File: config.mk
export PLATFORM = sky130hd
export DESIGN_NAME = des_entry_ctrl
export DESIGN_NICKNAME = d
export VERILOG_FILES = /design/src/rtl/des_entry_pkg.sv /design/src/rtl/nibble_shift_reg.sv /design/src/rtl/des_entry_ctrl.sv
export SDC_FILE = /design/constraint.sdc
export NUM_CORES = 1
export LEC_CHECK = 0
export BUFFER_PORTS_ARGS = -buffer_cell sky130_fd_sc_hd__buf_2
export CAP_MARGIN = 25
export CORE_UTILIZATION = 50
export DETAILED_ROUTE_END_ITERATION = 10
export PLACE_DENSITY = 0.8
export REMOVE_ABC_BUFFERS = 1
export SLEW_MARGIN = 10
export SYNTH_ARGS = -nofsm -noshare
export SYNTH_HDL_FRONTEND = slang
export SYNTH_SLANG_ARGS = --single-unit
File: constraint.sdc
create_clock -name clk -period 1.75 [get_ports clk]
set_input_delay 0.2625 -clock clk [delete_from_list [all_inputs] [get_ports clk]]
set_output_delay 0.2625 -clock clk [all_outputs]
set_load 0.02 [all_outputs]
File: src/rtl/des_entry_pkg.sv
// des_entry_pkg: phase encodings, default sizes and illegal-state recovery target for des_entry_ctrl
package des_entry_pkg;
  localparam int NIBBLES_DEF = 16;
  localparam int W_DEF = 4 * NIBBLES_DEF;
  localparam int CNT_W_DEF = 4;
  typedef enum logic [2:0] {
    LOAD_KEY  = 3'd0,
    LOAD_DATA = 3'd1,
    RUN       = 3'd2,
    WAIT      = 3'd3,
    SHOW      = 3'd4
  } phase_e;
  localparam phase_e PHASE_RESET = LOAD_KEY;
  localparam phase_e PHASE_ILLEGAL_NEXT = LOAD_KEY;
endpackage

File: src/rtl/nibble_shift_reg.sv
// nibble_shift_reg: word register that shifts nibble_in into the LSB on shift_en, cleared by rst/clr (clr wins over shift)
module nibble_shift_reg #(
  parameter int NIBBLES = 16
) (
  input  logic                   clk,
  input  logic                   rst,
  input  logic                   clr,
  input  logic                   shift_en,
  input  logic [3:0]             nibble_in,
  output logic [4*NIBBLES-1:0]   word_out
);
  logic [4*NIBBLES-1:0] word_q, word_d;
  always_comb word_d = (rst || clr) ? '0 : shift_en ? {word_q[4*NIBBLES-5:0], nibble_in} : word_q;
  always_ff @(posedge clk) word_q <= word_d;
  assign word_out = word_q;
endmodule

File: src/rtl/des_entry_ctrl.sv
// des_entry_ctrl: front-panel key/data nibble entry, DES core start strobe and result capture (clk, rst, enter/clr pulses, nibble_in, core_done/result -> key, data, core_start, result, result_valid, phase, nibble_cnt)
module des_entry_ctrl import des_entry_pkg::*; #(
  parameter  int NIBBLES = NIBBLES_DEF,
  parameter  int CNT_W   = CNT_W_DEF,
  localparam int W       = 4 * NIBBLES
) (
  input  logic             clk,
  input  logic             rst,
  input  logic             enter_pulse,
  input  logic             clr_pulse,
  input  logic [3:0]       nibble_in,
  input  logic             core_done,
  input  logic [W-1:0]     core_result,
  output logic [W-1:0]     key,
  output logic [W-1:0]     data,
  output logic             core_start,
  output logic [W-1:0]     result,
  output logic             result_valid,
  output logic [2:0]       phase,
  output logic [CNT_W-1:0] nibble_cnt
);
  phase_e state_q, state_d;
  logic [CNT_W-1:0] cnt_q, cnt_d;
  logic [W-1:0] result_q, result_d;
  logic last, loading, illegal, key_shift, data_shift, data_clr;
  assign last = cnt_q == CNT_W'(NIBBLES - 1);
  assign loading = state_q == LOAD_KEY || state_q == LOAD_DATA;
  assign illegal = state_q > SHOW;
  assign key_shift = !clr_pulse && enter_pulse && state_q == LOAD_KEY;
  assign data_shift = !clr_pulse && enter_pulse && state_q == LOAD_DATA;
  // data is emptied when a new block starts: key completion or leaving SHOW
  assign data_clr = clr_pulse || (key_shift && last) || (enter_pulse && state_q == SHOW);
  nibble_shift_reg #(.NIBBLES(NIBBLES)) u_key (
    .clk(clk), .rst(rst), .clr(clr_pulse), .shift_en(key_shift),
    .nibble_in(nibble_in), .word_out(key)
  );
  nibble_shift_reg #(.NIBBLES(NIBBLES)) u_data (
    .clk(clk), .rst(rst), .clr(data_clr), .shift_en(data_shift),
    .nibble_in(nibble_in), .word_out(data)
  );
  always_ff @(posedge clk) begin
    state_q <= state_d;
    cnt_q <= cnt_d;
    result_q <= result_d;
  end
  always_comb begin
    state_d = PHASE_ILLEGAL_NEXT;
    case (state_q)
      LOAD_KEY:  state_d = (enter_pulse && last) ? LOAD_DATA : LOAD_KEY;
      LOAD_DATA: state_d = (enter_pulse && last) ? RUN : LOAD_DATA;
      RUN:       state_d = WAIT;
      WAIT:      state_d = core_done ? SHOW : WAIT;
      SHOW:      state_d = enter_pulse ? LOAD_DATA : SHOW;
      default:   state_d = PHASE_ILLEGAL_NEXT;
    endcase
    if (rst || clr_pulse) state_d = PHASE_RESET;
    cnt_d = (rst || clr_pulse || illegal) ? '0 :
            (loading && enter_pulse) ? (last ? '0 : cnt_q + CNT_W'(1)) : cnt_q;
    // clr keeps the last result on display; only rst wipes it
    result_d = rst ? '0 : (state_q == WAIT && core_done && !clr_pulse) ? core_result : result_q;
  end
  always_comb begin
    core_start = state_q == RUN;
    result_valid = state_q == SHOW;
    phase = state_q;
    nibble_cnt = cnt_q;
    result = result_q;
  end
endmodule

-- After elaboration in Yosys (flattened, before gate mapping)
Index checks and enable logic that the tools add are counted.
W data, S select, Z words.
- $lt $le $gt $ge: 1
- equal/unequal tests: 5
- add/sub/neg operators: 1
- reductions and logical operators: 17
- muxes and demuxes: 6
- operator list (cell ; number):
    $pmux W3 S5 ; 1
    $logic_and A1 B1 Y1 ; 9
    $eq A3 B2 Y1 const B ; 2
    $logic_or A1 B1 Y1 ; 6
    $mux W3 ; 2
    $add A4 B1 Y4 const B ; 1
    $eq A4 B4 Y1 const B ; 1
    $mux W4 ; 1
    $eq A3 B1 Y1 const B ; 1
    $eq A3 B3 Y1 const B ; 1
    $gt A3 B3 Y1 const B ; 1
    $logic_not A3 Y1 ; 1
    $mux W2 ; 1
    $logic_not A1 Y1 ; 1
    $mux W1 ; 1
- input bits: 73
- word-level logic and storage cells: 35
- output and inout bits: 201
- register bits: 199

-- Longest topological paths before layout
- depth in word-level cells: 7
- depth in mapped cells: 6
- gate-level depth less buffers: 4

-- Cells and area by module
From an unflattened synthesis, not the netlist that was laid out.
- cells, all modules: 756
- area total of the unflattened synthesis: 7503.4 µm²
- modules (own cells, without submodules) (module ; seq. area each (µm²) ; area each (µm²) ; cells each ; times used):
    nibble_shift_reg ; 1281.2 ; 2348.5 ; 207 ; 2
    des_entry_ctrl ; 1421.4 ; 2806.4 ; 342 ; 1

-- Least setup slack after synthesis
OpenSTA, ideal clock, no wires.
- kind: register to output
- start point: register state_q[1] (netlist: phase[1])
- end point: output port result_valid
- path slack: 103 ps
- stages on the path, launching flop included: 6
- arrival: 1384 ps
- data required time: 1487 ps
- buffers on the path: 3
- path through: dfxtp_1 buf_2 nor2_1 buf_2 buf_2 and2_1
- cells in the longest elaborated chain, start to end: 1
- RTL lines (what ; line ; RTL):
    start: declaration ; des_entry_ctrl.sv:22 ; phase_e state_q, state_d;
    start signal: assignment ; des_entry_ctrl.sv:42 ; state_q <= state_d;
    $eq A3 B3 Y1 ; des_entry_ctrl.sv:64 ; result_valid = state_q == SHOW;
    end: declaration ; des_entry_ctrl.sv:18 ; output logic result_valid,
Every way passes these cells.

-- Final worst setup path
- start point: register cnt_q[0] (netlist: nibble_cnt[0])
- end point: register u_data.word_q[38] (netlist: u_data.word_out[38])
- cells in the longest elaborated chain, start to end: 5
- RTL lines (what ; line ; RTL):
    start: declaration ; des_entry_ctrl.sv:23 ; logic [CNT_W-1:0] cnt_q, cnt_d;
    start signal: assignment ; des_entry_ctrl.sv:43 ; cnt_q <= cnt_d;
    $eq A4 B4 Y1 ; des_entry_ctrl.sv:26 ; assign last = cnt_q == CNT_W'(NIBBLES - 1);
    $logic_and A1 B1 Y1 ; des_entry_ctrl.sv:32 ; assign data_clr = clr_pulse || (key_shift && last) || (enter_pulse && state_q == SHOW);
    $logic_or A1 B1 Y1 (2 in series) ; des_entry_ctrl.sv:32 ;
    $logic_or A1 B1 Y1 ; nibble_shift_reg.sv:13 ; always_comb word_d = (rst || clr) ? '0 : shift_en ? {word_q[4*NIBBLES-5:0], nibble_in} : word_q;
    end signal: assignment ; nibble_shift_reg.sv:14 ; always_ff @(posedge clk) word_q <= word_d;
    end: declaration ; nibble_shift_reg.sv:12 ; logic [4*NIBBLES-1:0] word_q, word_d;
Every way passes these cells.
A chain may end at the register's enable or synchronous reset.

==> results.sh <==
export IMPL_area_delta_synth_final_pct=26.5
export IMPL_fin_crit_ps=1650
export IMPL_ios=274
export IMPL_synth_edff_count=0
export IMPL_grt_pass1_vias=6761
export IMPL_drt_wl_total_um=21600
export IMPL_dpl_hpwl_um=13500
export IMPL_status="completed"
export IMPL_crit_fanout=45
export IMPL_ctsHoldBuffers=0
export IMPL_crit_type="flop to flop"
export IMPL_cts_buffers=17
export IMPL_tritoncts="built"
export IMPL_die_w_um=126
export IMPL_vdd_drop_max_mv=0.727
export IMPL_grt_max_degree=129
export IMPL_max_cap_viol_count=0
export IMPL_grt_use_total=0.264
export IMPL_portBuffers=273
export IMPL_synth_cell_type_count=40
export IMPL_drive_above_1_share=0.304
export IMPL_via_per_inst=5.79
export IMPL_cts_resized=3
export IMPL_clock_path_buffers=2
export IMPL_cts_sinks=199
export IMPL_report_final_hold_viol_count=0
export IMPL_die_h_um=126
export IMPL_synth_area_top_cells="dfxtp_1 (52%), a21oi_1 (13%), nand3_1 (13%)"
export IMPL_drc=0
export IMPL_maxSlewHeadroom=0.551
export IMPL_grt_remaining_overflow=0
export IMPL_final_nets=1206
export IMPL_cts_root_buf="clkbuf_16"
export IMPL_ys_warn_count=0
export IMPL_clk_pin_slew_ps=70
export IMPL_synth_cells=922
export IMPL_dieArea_mm2=0.0158
export IMPL_worst_pin_slew_ps=673
export IMPL_async_flop_share=0
export IMPL_yosysSeqAreaShare=0.520
export IMPL_fin_crit_sh=0.944
export IMPL_routabilityCongestion=0.776
export IMPL_dr_pass1_iters=5
export IMPL_drtAntennaViolNets=0
export IMPL_holdPathStages=3
export IMPL_final_cells=1329
export IMPL_max_freq_ghz=0.606
export IMPL_power_density_mw_per_mm2=892
export IMPL_antenna_found_initial=1
export IMPL_arrival_ps=2000
export IMPL_start_kind="flop"
export IMPL_endpoint_kind="flop"
export IMPL_synth_area_mm2=0.00767
export IMPL_wl_per_cell_um=16.2
export IMPL_final_util=0.657
export IMPL_clock_skew_final_ps=13.9
export IMPL_fp_row_count=44
export IMPL_ys_ff_latch=199
export IMPL_cp_data_required_time_ps=2100
export IMPL_synth_flop_cell="dfxtp_1"
export IMPL_yosys_area_top_type="dfxtp_1"
export IMPL_placedCellCount=1297
export IMPL_drt_iter0_markers=855
export IMPL_coreArea_mm2=0.0148
export IMPL_cts_setup_buffers=0
export IMPL_grt_first_pass_wirelength_um=34000
export IMPL_clk_latency_ps=430
export IMPL_rr_worst_depth=5
export IMPL_syn_avg_cell_area_um2=8.32
export IMPL_antennaDiodeCount=0
export IMPL_vias=7691
export IMPL_htreeDepth=4
export IMPL_leakagePower_uw=0.00386
export IMPL_drv_slew=0
export IMPL_setup_violations=0
export IMPL_synth_top_area_frac=0.520
export IMPL_synth_most_common_cell="dfxtp_1"
export IMPL_rsz0062_at_grt="no"
export IMPL_min_path_type="input port to flop"
export IMPL_synth_commonest_cells="dfxtp_1 (199), a21oi_1 (194), nand3_1 (192)"
export IMPL_initial_core_util=0.520
export IMPL_tns_ps=0
-- state kept, by name, summed over array words and instances (netlist names) --
signal,cells
nibble_cnt,4
phase,3
result,64
u_data.word_out,64
u_key.word_out,64
-- layout make-up --
cell class / instances / area, um2
clock buffer: 19 / 453
clock inverter: 13 / 113
fill: 1254 / 5060
inverter: 1 / 3.75
multi-input combinational: 615 / 3210
sequential: 199 / 3990
tap: 184 / 230
timing repair buffer: 298 / 1690
-- path summary, 6_finish.rpt --
path	from	slack, ps	to
hold / removal	core_result[53]	80	result[53]
hold reg to reg	u_key.word_out[16]	470	u_key.word_out[20]
setup / recovery	nibble_cnt[0]	100	u_data.word_out[38]
setup reg to reg	nibble_cnt[0]	100	u_data.word_out[38]
-- layout by cell type (no fill, tap or decap), types with 3 or more instances in the layout --
master       n
nand3_1    192
o21ai_0    172
buf_4       15
clkinv_4     4
dfxtp_1    196
buf_12      11
a21oi_1    194
buf_2      272
nor2_1       3
clkbuf_16   17
inv_6        4
o21ai_1     18
-- per-layer routing --
| layer | GRT usage | part of all wire | up-vias | wire length (um) |
|---|---|---|---|---|
| li1 | - | - | 3734 | - |
| met1 | 0.341 | 0.42 | 3606 | 8990 |
| met2 | 0.429 | 0.48 | 340 | 10400 |
| met3 | 0.0875 | 0.092 | 11 | 1990 |
| met4 | 0.0617 | 0.0065 | 0 | 141 |
| met5 | 0 | 0 | - | 0 |
-- through the flow --
| step | hold WS [ps] | power, uW | worst slack (ps) | cell area, um2 |
|---|---|---|---|---|
| 6_report | 78.5 | 8650 | 98.5 | 9700 |
| 5_1_grt | 64.6 | 8930 | 13.8 | 9700 |
| 2_1_floorplan | 332 | 4760 | -2950 | 7160 |
| 3_5_place_dp | 464 | 5000 | 123 | 9110 |
| 4_1_cts | 59.5 | 8720 | 5.17 | 9680 |
| 3_3_place_gp | 449 | 5000 | 171 | 9110 |
-- critical path, cell delays in order, from the launching register on --
cell,delay (ps)
dfxtp_1,360
ha_1,270
a31o_2,270
a31o_4,300
buf_12,190
a21oi_1,170
-- power by group --
part           switching, uW  internal (uW)
Sequential              3.76           4530
Clock                   1810           1940
Combinational            252            117
Total                   2060           6580
-- kinds of logic after synthesis --
| family | synth area share |
|---|---|
| fa+ha+maj | 0.00163 |
| mux | 0.00261 |
| xor+xnor | 0.00114 |
| buf+inv | 0.0666 |
| compound gates | 0.261 |
| flops | 0.520 |
| simple gates | 0.147 |
Note: power is estimated with default switching activity, not from simulation.
